File: config.mk
export PLATFORM = sky130hd
export DESIGN_NAME = sm_clk_ctrl
export DESIGN_NICKNAME = d
export VERILOG_FILES = /design/src/rtl/sm_clk_ctrl.sv
export SDC_FILE = /design/constraint.sdc
export NUM_CORES = 1
export LEC_CHECK = 0
export ABC_AREA = 1
export BUFFER_PORTS_ARGS = -buffer_cell sky130_fd_sc_hd__buf_2
export CORE_MARGIN = 5
export CORE_UTILIZATION = 32
export CTS_CLUSTER_SIZE = 12
export DETAILED_ROUTE_END_ITERATION = 8
export HOLD_SLACK_MARGIN = 0.08
export PLACE_DENSITY = 0.51
export SYNTH_ARGS = -nofsm -noshare
export SYNTH_HDL_FRONTEND = slang
export SYNTH_SLANG_ARGS = --single-unit
File: constraint.sdc
create_clock -name clk -period 4.4 [get_ports clk]
set_input_delay 0.22 -clock clk [delete_from_list [all_inputs] [get_ports clk]]
set_output_delay 0.22 -clock clk [all_outputs]
set_load 0.1 [all_outputs]
File: src/rtl/sm_clk_ctrl.sv
// sm_clk_ctrl: CPU clock-enable generator for schoolMIPS with run, pause, single-step and N-step burst modes.
// Defining SM_CLK_CTRL_BREAK_EN adds a PC breakpoint that halts RUN mode.
module sm_clk_ctrl #(
  parameter int DIV_W   = 5,
  parameter int CNT_W   = 32,
  parameter int DEB_W   = 16,
  parameter int BURST_W = 8
) (
  input  logic               clk,
  input  logic               rst,
  input  logic [DIV_W-1:0]   clkDevide,
  input  logic [1:0]         mode,
  input  logic               stepBtn,
  input  logic [BURST_W-1:0] burstLen,
  output logic               cpuEn,
  output logic               running,
  output logic [31:0]        tickCnt,
  output logic               stepSeen
`ifdef SM_CLK_CTRL_BREAK_EN
  ,
  input  logic [31:0]        pc,
  input  logic [31:0]        bpAddr,
  input  logic               bpValid,
  output logic               halted
`endif
);

  typedef enum logic [1:0] {
    S_PAUSED    = 2'd0,
    S_RUN       = 2'd1,
    S_STEP_WAIT = 2'd2,
    S_BURST_ACT = 2'd3
  } state_t;

  localparam logic [1:0] M_RUN   = 2'b00;
  localparam logic [1:0] M_STEP  = 2'b10;
  localparam logic [1:0] M_BURST = 2'b11;

  logic               sync1_q, sync2_q;
  logic               deb_lvl_q;
  logic [DEB_W-1:0]   deb_cnt_q;
  logic               deb_differs, deb_done;
  logic               step_req_d, stepSeen_q;

  logic [31:0]        div_exp;
  logic [CNT_W-1:0]   div_cnt_q, div_cnt_d, div_thresh;
  logic               tick;

  state_t             state_q;
  logic [BURST_W-1:0] burst_cnt_q;
  logic               cpuEn_q, running_q;
  logic [31:0]        tick_cnt_q;
  logic               bp_hit, run_block;

  // Debounce: count consecutive cycles the synced button disagrees with the accepted level.
  assign deb_differs = (sync2_q != deb_lvl_q);
  assign deb_done    = deb_differs && (&deb_cnt_q);
  assign step_req_d  = deb_done && sync2_q;

  always_ff @(posedge clk or posedge rst) begin
    if (rst) begin
      sync1_q    <= 1'b0;
      sync2_q    <= 1'b0;
      deb_lvl_q  <= 1'b0;
      deb_cnt_q  <= '0;
      stepSeen_q <= 1'b0;
    end else begin
      sync1_q    <= stepBtn;
      sync2_q    <= sync1_q;
      stepSeen_q <= step_req_d;
      if (!deb_differs || deb_done)
        deb_cnt_q <= '0;
      else
        deb_cnt_q <= deb_cnt_q + DEB_W'(1);
      if (deb_done)
        deb_lvl_q <= sync2_q;
    end
  end

  // A >= compare lets a lowered exponent fire immediately instead of waiting for a wrap.
  always_comb begin
    div_exp = 32'(clkDevide);
    if (div_exp > 32'(CNT_W - 1))
      div_exp = 32'(CNT_W - 1);
    div_thresh = (CNT_W'(1) << div_exp) - CNT_W'(1);
    tick       = (div_cnt_q >= div_thresh);
    div_cnt_d  = tick ? '0 : div_cnt_q + CNT_W'(1);
  end

  always_ff @(posedge clk or posedge rst) begin
    if (rst)
      div_cnt_q <= '0;
    else
      div_cnt_q <= div_cnt_d;
  end

  always_ff @(posedge clk or posedge rst) begin
    if (rst) begin
      state_q     <= S_PAUSED;
      burst_cnt_q <= '0;
      cpuEn_q     <= 1'b0;
      running_q   <= 1'b0;
      tick_cnt_q  <= '0;
    end else begin
      tick_cnt_q <= tick_cnt_q + 32'(cpuEn_q);
      cpuEn_q    <= 1'b0;
      running_q  <= 1'b0;
      case (state_q)
        S_PAUSED: begin
          if (mode == M_RUN && !run_block) begin
            state_q   <= S_RUN;
            running_q <= 1'b1;
          end else if (stepSeen_q && mode == M_STEP) begin
            state_q <= S_STEP_WAIT;
          end else if (stepSeen_q && mode == M_BURST && burstLen != '0) begin
            state_q     <= S_BURST_ACT;
            burst_cnt_q <= burstLen;
            running_q   <= 1'b1;
          end
        end
        S_RUN: begin
          if (mode != M_RUN || bp_hit) begin
            state_q <= S_PAUSED;
          end else begin
            cpuEn_q   <= tick;
            running_q <= 1'b1;
          end
        end
        S_STEP_WAIT: begin
          if (mode != M_STEP) begin
            state_q <= S_PAUSED;
          end else if (tick) begin
            cpuEn_q <= 1'b1;
            state_q <= S_PAUSED;
          end
        end
        S_BURST_ACT: begin
          if (mode != M_BURST) begin
            state_q     <= S_PAUSED;
            burst_cnt_q <= '0;
          end else begin
            running_q <= 1'b1;
            if (tick) begin
              cpuEn_q     <= 1'b1;
              burst_cnt_q <= burst_cnt_q - BURST_W'(1);
              if (burst_cnt_q == BURST_W'(1)) begin
                state_q   <= S_PAUSED;
                running_q <= 1'b0;
              end
            end
          end
        end
        default: state_q <= S_PAUSED;
      endcase
    end
  end

`ifdef SM_CLK_CTRL_BREAK_EN
  logic halted_q;

  // The breakpoint is checked on the pulse cycle itself, so the matching instruction is the last one run.
  assign bp_hit    = (state_q == S_RUN) && cpuEn_q && bpValid && (pc == bpAddr);
  assign run_block = halted_q;
  assign halted    = halted_q;

  always_ff @(posedge clk or posedge rst) begin
    if (rst)
      halted_q <= 1'b0;
    else if (bp_hit)
      halted_q <= 1'b1;
    else if (stepSeen_q)
      halted_q <= 1'b0;
  end
`else
  assign bp_hit    = 1'b0;
  assign run_block = 1'b0;
`endif

  assign cpuEn    = cpuEn_q;
  assign running  = running_q;
  assign tickCnt  = tick_cnt_q;
  assign stepSeen = stepSeen_q;

endmodule

==> run_summary.xml <==
<?xml version="1.0" encoding="UTF-8"?>
<metrics>
  <group name="outcome">
    <metric name="run_status" unit="">finished, final reports clean</metric>
  </group>
  <group name="pwr">
    <metric name="power_frac_comb" unit="">0.283</metric>
    <metric name="power.internal" unit="W">0.00168</metric>
    <metric name="power.sequential.fraction" unit="">0.441</metric>
    <metric name="worst_ir_drop_vdd" unit="uV">202</metric>
    <metric name="power_switching" unit="W">0.00105</metric>
    <metric name="p_per_area" unit="mW/mm^2">381</metric>
    <metric name="power" unit="W">0.00273</metric>
    <metric name="switching_share" unit="">0.385</metric>
    <metric name="power_leakage" unit="nW">3.46</metric>
    <metric name="clkPwrFrac" unit="">0.276</metric>
  </group>
  <group name="synth">
    <metric name="synth.ff_latch_count" unit="">96</metric>
    <metric name="synthFlopType" unit="">sky130_fd_sc_hd__dfrtp_1</metric>
    <metric name="ys_warn_count" unit="">0</metric>
    <metric name="synth.cell_area" unit="mm^2">0.00630</metric>
    <metric name="synth_cell_type_count" unit="">46</metric>
    <metric name="async_flop_share" unit="">1.00</metric>
    <metric name="synth_edf_count" unit="">0</metric>
    <metric name="syn_area_per_cell" unit="um^2">7.74</metric>
    <metric name="synthCells" unit="">815</metric>
    <metric name="ys_seq_area_frac" unit="">0.381</metric>
    <metric name="synth.net_count" unit="">872</metric>
  </group>
  <group name="worst_setup_path">
    <metric name="worst_r2r_path_depth" unit="">12</metric>
    <metric name="worstSetupStartpointType" unit="">input pin</metric>
    <metric name="end_kind" unit="">register</metric>
    <metric name="critical_path_class" unit="">input pin to register</metric>
    <metric name="cp_data_required_time" unit="ns">4.67</metric>
    <metric name="critPathArrivalTime" unit="ns">3.42</metric>
    <metric name="critPathMaxFanout" unit="">14</metric>
  </group>
  <group name="clock_network">
    <metric name="cts_root_buffer" unit="">sky130_fd_sc_hd__clkbuf_16</metric>
    <metric name="cts_tree" unit="">built</metric>
    <metric name="post_cts.resized_instances" unit="">0</metric>
    <metric name="tritoncts_num_sinks" unit="">96</metric>
    <metric name="path_clk_slew" unit="ns">0.07</metric>
    <metric name="clk-insertion-delay-late" unit="ns">0.35</metric>
    <metric name="cts_inserted_buffers" unit="">9</metric>
    <metric name="clock_tree.htree_level_count" unit="">3</metric>
    <metric name="clk_path_buf_depth" unit="">2</metric>
  </group>
  <group name="sta">
    <metric name="hold_viol_final" unit="">0</metric>
    <metric name="setup_total_negative_slack" unit="ns">0</metric>
    <metric name="final_period_minus_worst_setup_slack" unit="ns">3.15</metric>
    <metric name="fin_skew" unit="ns">0.0105</metric>
    <metric name="max_slew_margin" unit="">0.418</metric>
    <metric name="maxSlewViolCount" unit="">0</metric>
    <metric name="layout_worst_path_cycle_share" unit="">0.715</metric>
    <metric name="setup_viol_count_final" unit="">0</metric>
    <metric name="max_freq" unit="MHz">318</metric>
    <metric name="fin_hold_ws" unit="ns">0.0545</metric>
    <metric name="grt_setup_unrepaired" unit="">no</metric>
    <metric name="tightestPinTransition" unit="ns">0.873</metric>
  </group>
  <group name="drt">
    <metric name="total_number_of_vias" unit="">5375</metric>
    <metric name="route.antenna.remaining_nets" unit="">0</metric>
    <metric name="wirelength" unit="um">15400</metric>
    <metric name="initialDrtViolationCount" unit="">435</metric>
    <metric name="route.detailed.wl_per_inst" unit="um">13.4</metric>
    <metric name="remaining_drc_errors" unit="">0</metric>
    <metric name="dr.pass1.iters" unit="">5</metric>
    <metric name="drt-vias-per-instance" unit="">4.69</metric>
  </group>
  <group name="die">
    <metric name="design.die.area" unit="mm^2">0.0226</metric>
    <metric name="io_pins" unit="">53</metric>
    <metric name="chip_width" unit="um">150</metric>
    <metric name="row_count" unit="">51</metric>
    <metric name="die_height" unit="um">150</metric>
    <metric name="start_util" unit="">0.324</metric>
    <metric name="core" unit="mm^2">0.0195</metric>
  </group>
  <group name="worst_hold_path">
    <metric name="min-delay-path-class" unit="">input pin to async pin</metric>
  </group>
  <group name="global_routing">
    <metric name="wire_length_of_the_first_global_routing_pass" unit="um">25500</metric>
    <metric name="grt_start_max_net_pins" unit="">69</metric>
    <metric name="antenna_found_initial" unit="">0</metric>
    <metric name="grt_usage" unit="">0.141</metric>
    <metric name="first_global_vias" unit="">5219</metric>
    <metric name="grt-ovfl-total" unit="">0</metric>
  </group>
  <group name="layout">
    <metric name="layout.cells.most_common" unit="">sky130_fd_sc_hd__nand2_1</metric>
    <metric name="antennaDiodeCount" unit="">0</metric>
    <metric name="layout.cells.most_common_list" unit="">161 x sky130_fd_sc_hd__nand2_1, 135 x sky130_fd_sc_hd__nor2_1, 96 x sky130_fd_sc_hd__inv_1, 96 x sky130_fd_sc_hd__dfrtp_1, 52 x sky130_fd_sc_hd__buf_2</metric>
    <metric name="post_route_cells_drive_above_1_share" unit="">0.128</metric>
    <metric name="cell_count_final_fillers_out" unit="">1146</metric>
    <metric name="layout.nets" unit="">933</metric>
    <metric name="area_growth" unit="%">13.6</metric>
    <metric name="postLayoutCoreUtil" unit="">0.368</metric>
  </group>
  <group name="place">
    <metric name="place.gp.congestion" unit="">0.858</metric>
    <metric name="buffer_ports.inserted" unit="">52</metric>
    <metric name="hpwlAfterDp" unit="um">12100</metric>
    <metric name="place.detailed.instances" unit="">1129</metric>
  </group>
  <group name="flow_run">
    <metric name="maxCapViolCount" unit="">0</metric>
  </group>
</metrics>
## routing by layer
metal	GRT usage	share of wire	wire, um	vias to the layer above
li1	-	-	-	2775
met1	0.193	0.49	7550	2502
met2	0.232	0.46	7020	86
met3	0.0271	0.039	597	12
met4	0.0329	0.012	187	0
met5	0	0	0	-
## power groups by stage
stage / Clock, W / Combinational, W / Sequential, W
after global routing: 0.000820 / 0.000899 / 0.00123
after CTS: 0.000787 / 0.000781 / 0.00120
after global placement: 0 / 0.000778 / 0.00122
final: 0.000753 / 0.000772 / 0.00120
after detailed placement: 0 / 0.000778 / 0.00122
after floorplan: 0 / 0.000546 / 0.00124
## metrics by stage
stage / instance area [um^2] / setup slack (ns)
after floorplan: 6300 / 1.53
after global placement: 6870 / 0.924
after detailed placement: 6870 / 0.886
after CTS: 7160 / 1.25
after global routing: 7160 / 0.791
final: 7160 / 1.25
## path summary, 6_finish.rpt
path                               from             end  slack [ns]
setup / recovery           clkDevide[4]  burst_cnt_q[0]        1.25
hold / removal                      rst     tickCnt[24]        0.05
setup reg to reg           div_cnt_q[7]  burst_cnt_q[5]        2.12
hold reg to reg                 sync1_q         sync2_q        0.36
max in group asynchronous           rst    div_cnt_q[6]        3.39
min in group clk            burstLen[4]  burst_cnt_q[4]        0.20
## kinds of logic after synthesis
family                     after synthesis  synth area share
adders and majority gates               39            0.0774
and+or+nand+nor                        440             0.321
DFF                                     96             0.381
other                                    1          0.000595
AOI/OAI and AO/OA                       67            0.0621
buffers and inverters                  107            0.0671
muxes                                    1           0.00179
xor gates and xnor gates                64            0.0889
## cells in the mapped netlist (5+ instances only)
master	n	area (um^2)
sky130_fd_sc_hd__a21oi_1	28	140
sky130_fd_sc_hd__o21ai_0	17	85.1
sky130_fd_sc_hd__inv_2	5	18.8
sky130_fd_sc_hd__nor2_2	9	56.3
sky130_fd_sc_hd__nor4_1	13	81.3
sky130_fd_sc_hd__nor2_1	135	507
sky130_fd_sc_hd__ha_1	39	488
sky130_fd_sc_hd__nand3_1	31	155
sky130_fd_sc_hd__dfrtp_1	96	2400
sky130_fd_sc_hd__inv_1	97	364
sky130_fd_sc_hd__nand2_2	8	50.1
sky130_fd_sc_hd__xor2_1	47	412
sky130_fd_sc_hd__nor3_1	29	145
sky130_fd_sc_hd__nand4_1	30	188
sky130_fd_sc_hd__xnor2_1	17	149
sky130_fd_sc_hd__nand2_1	161	604
sky130_fd_sc_hd__nor3_2	6	60.1
## flip-flops by register name, summed over array words and instances (netlist names)
signal,count
burst_cnt_q,8
cpuEn,1
deb_cnt_q,16
deb_lvl_q,1
div_cnt_q,32
running,1
state_q,2
stepSeen,1
sync1_q,1
sync2_q,1
tickCnt,32
## final cells by class
cell class                 instances  area [um^2]
clock buffer                      10          229
clock inverter                     6         51.3
fill                            2082        12300
inverter                         102          385
multi-input combinational        612         3480
sequential                        96         2400
tap                              265          332
timing repair buffer              55          285
## timing repair
item / 4_1_cts / 5_1_grt
buffers inserted: 0 / 0
endpoints found under the setup margin: 0 / 0
hold buffers: 1 / 0
hold endpoints to repair: 1 / 0
## critical path: stages
cell and delay (ns):
sky130_fd_sc_hd__buf_2 0.13, sky130_fd_sc_hd__inv_2 0.07, sky130_fd_sc_hd__nand2_2 0.14, sky130_fd_sc_hd__inv_1 0.14, sky130_fd_sc_hd__nand2_1 0.13, sky130_fd_sc_hd__ha_1 0.20, sky130_fd_sc_hd__o21ai_2 0.10, sky130_fd_sc_hd__nor2_2 0.14
sky130_fd_sc_hd__and2_4 0.19, sky130_fd_sc_hd__nand3_4 0.10, sky130_fd_sc_hd__nor2_4 0.13, sky130_fd_sc_hd__nand2_1 0.06, sky130_fd_sc_hd__o21ai_0 0.08, sky130_fd_sc_hd__nand2_1 0.07, sky130_fd_sc_hd__ha_1 0.18, sky130_fd_sc_hd__a21oi_1 0.13
sky130_fd_sc_hd__nor2_1 0.05, sky130_fd_sc_hd__nor2_1 0.08, sky130_fd_sc_hd__nand3_1 0.08, sky130_fd_sc_hd__nor2_1 0.21, sky130_fd_sc_hd__nand3_2 0.19, sky130_fd_sc_hd__nand2_1 0.40, sky130_fd_sc_hd__nor2_1 0.07, sky130_fd_sc_hd__a21oi_1 0.13
(Power assumes the default switching activity.)
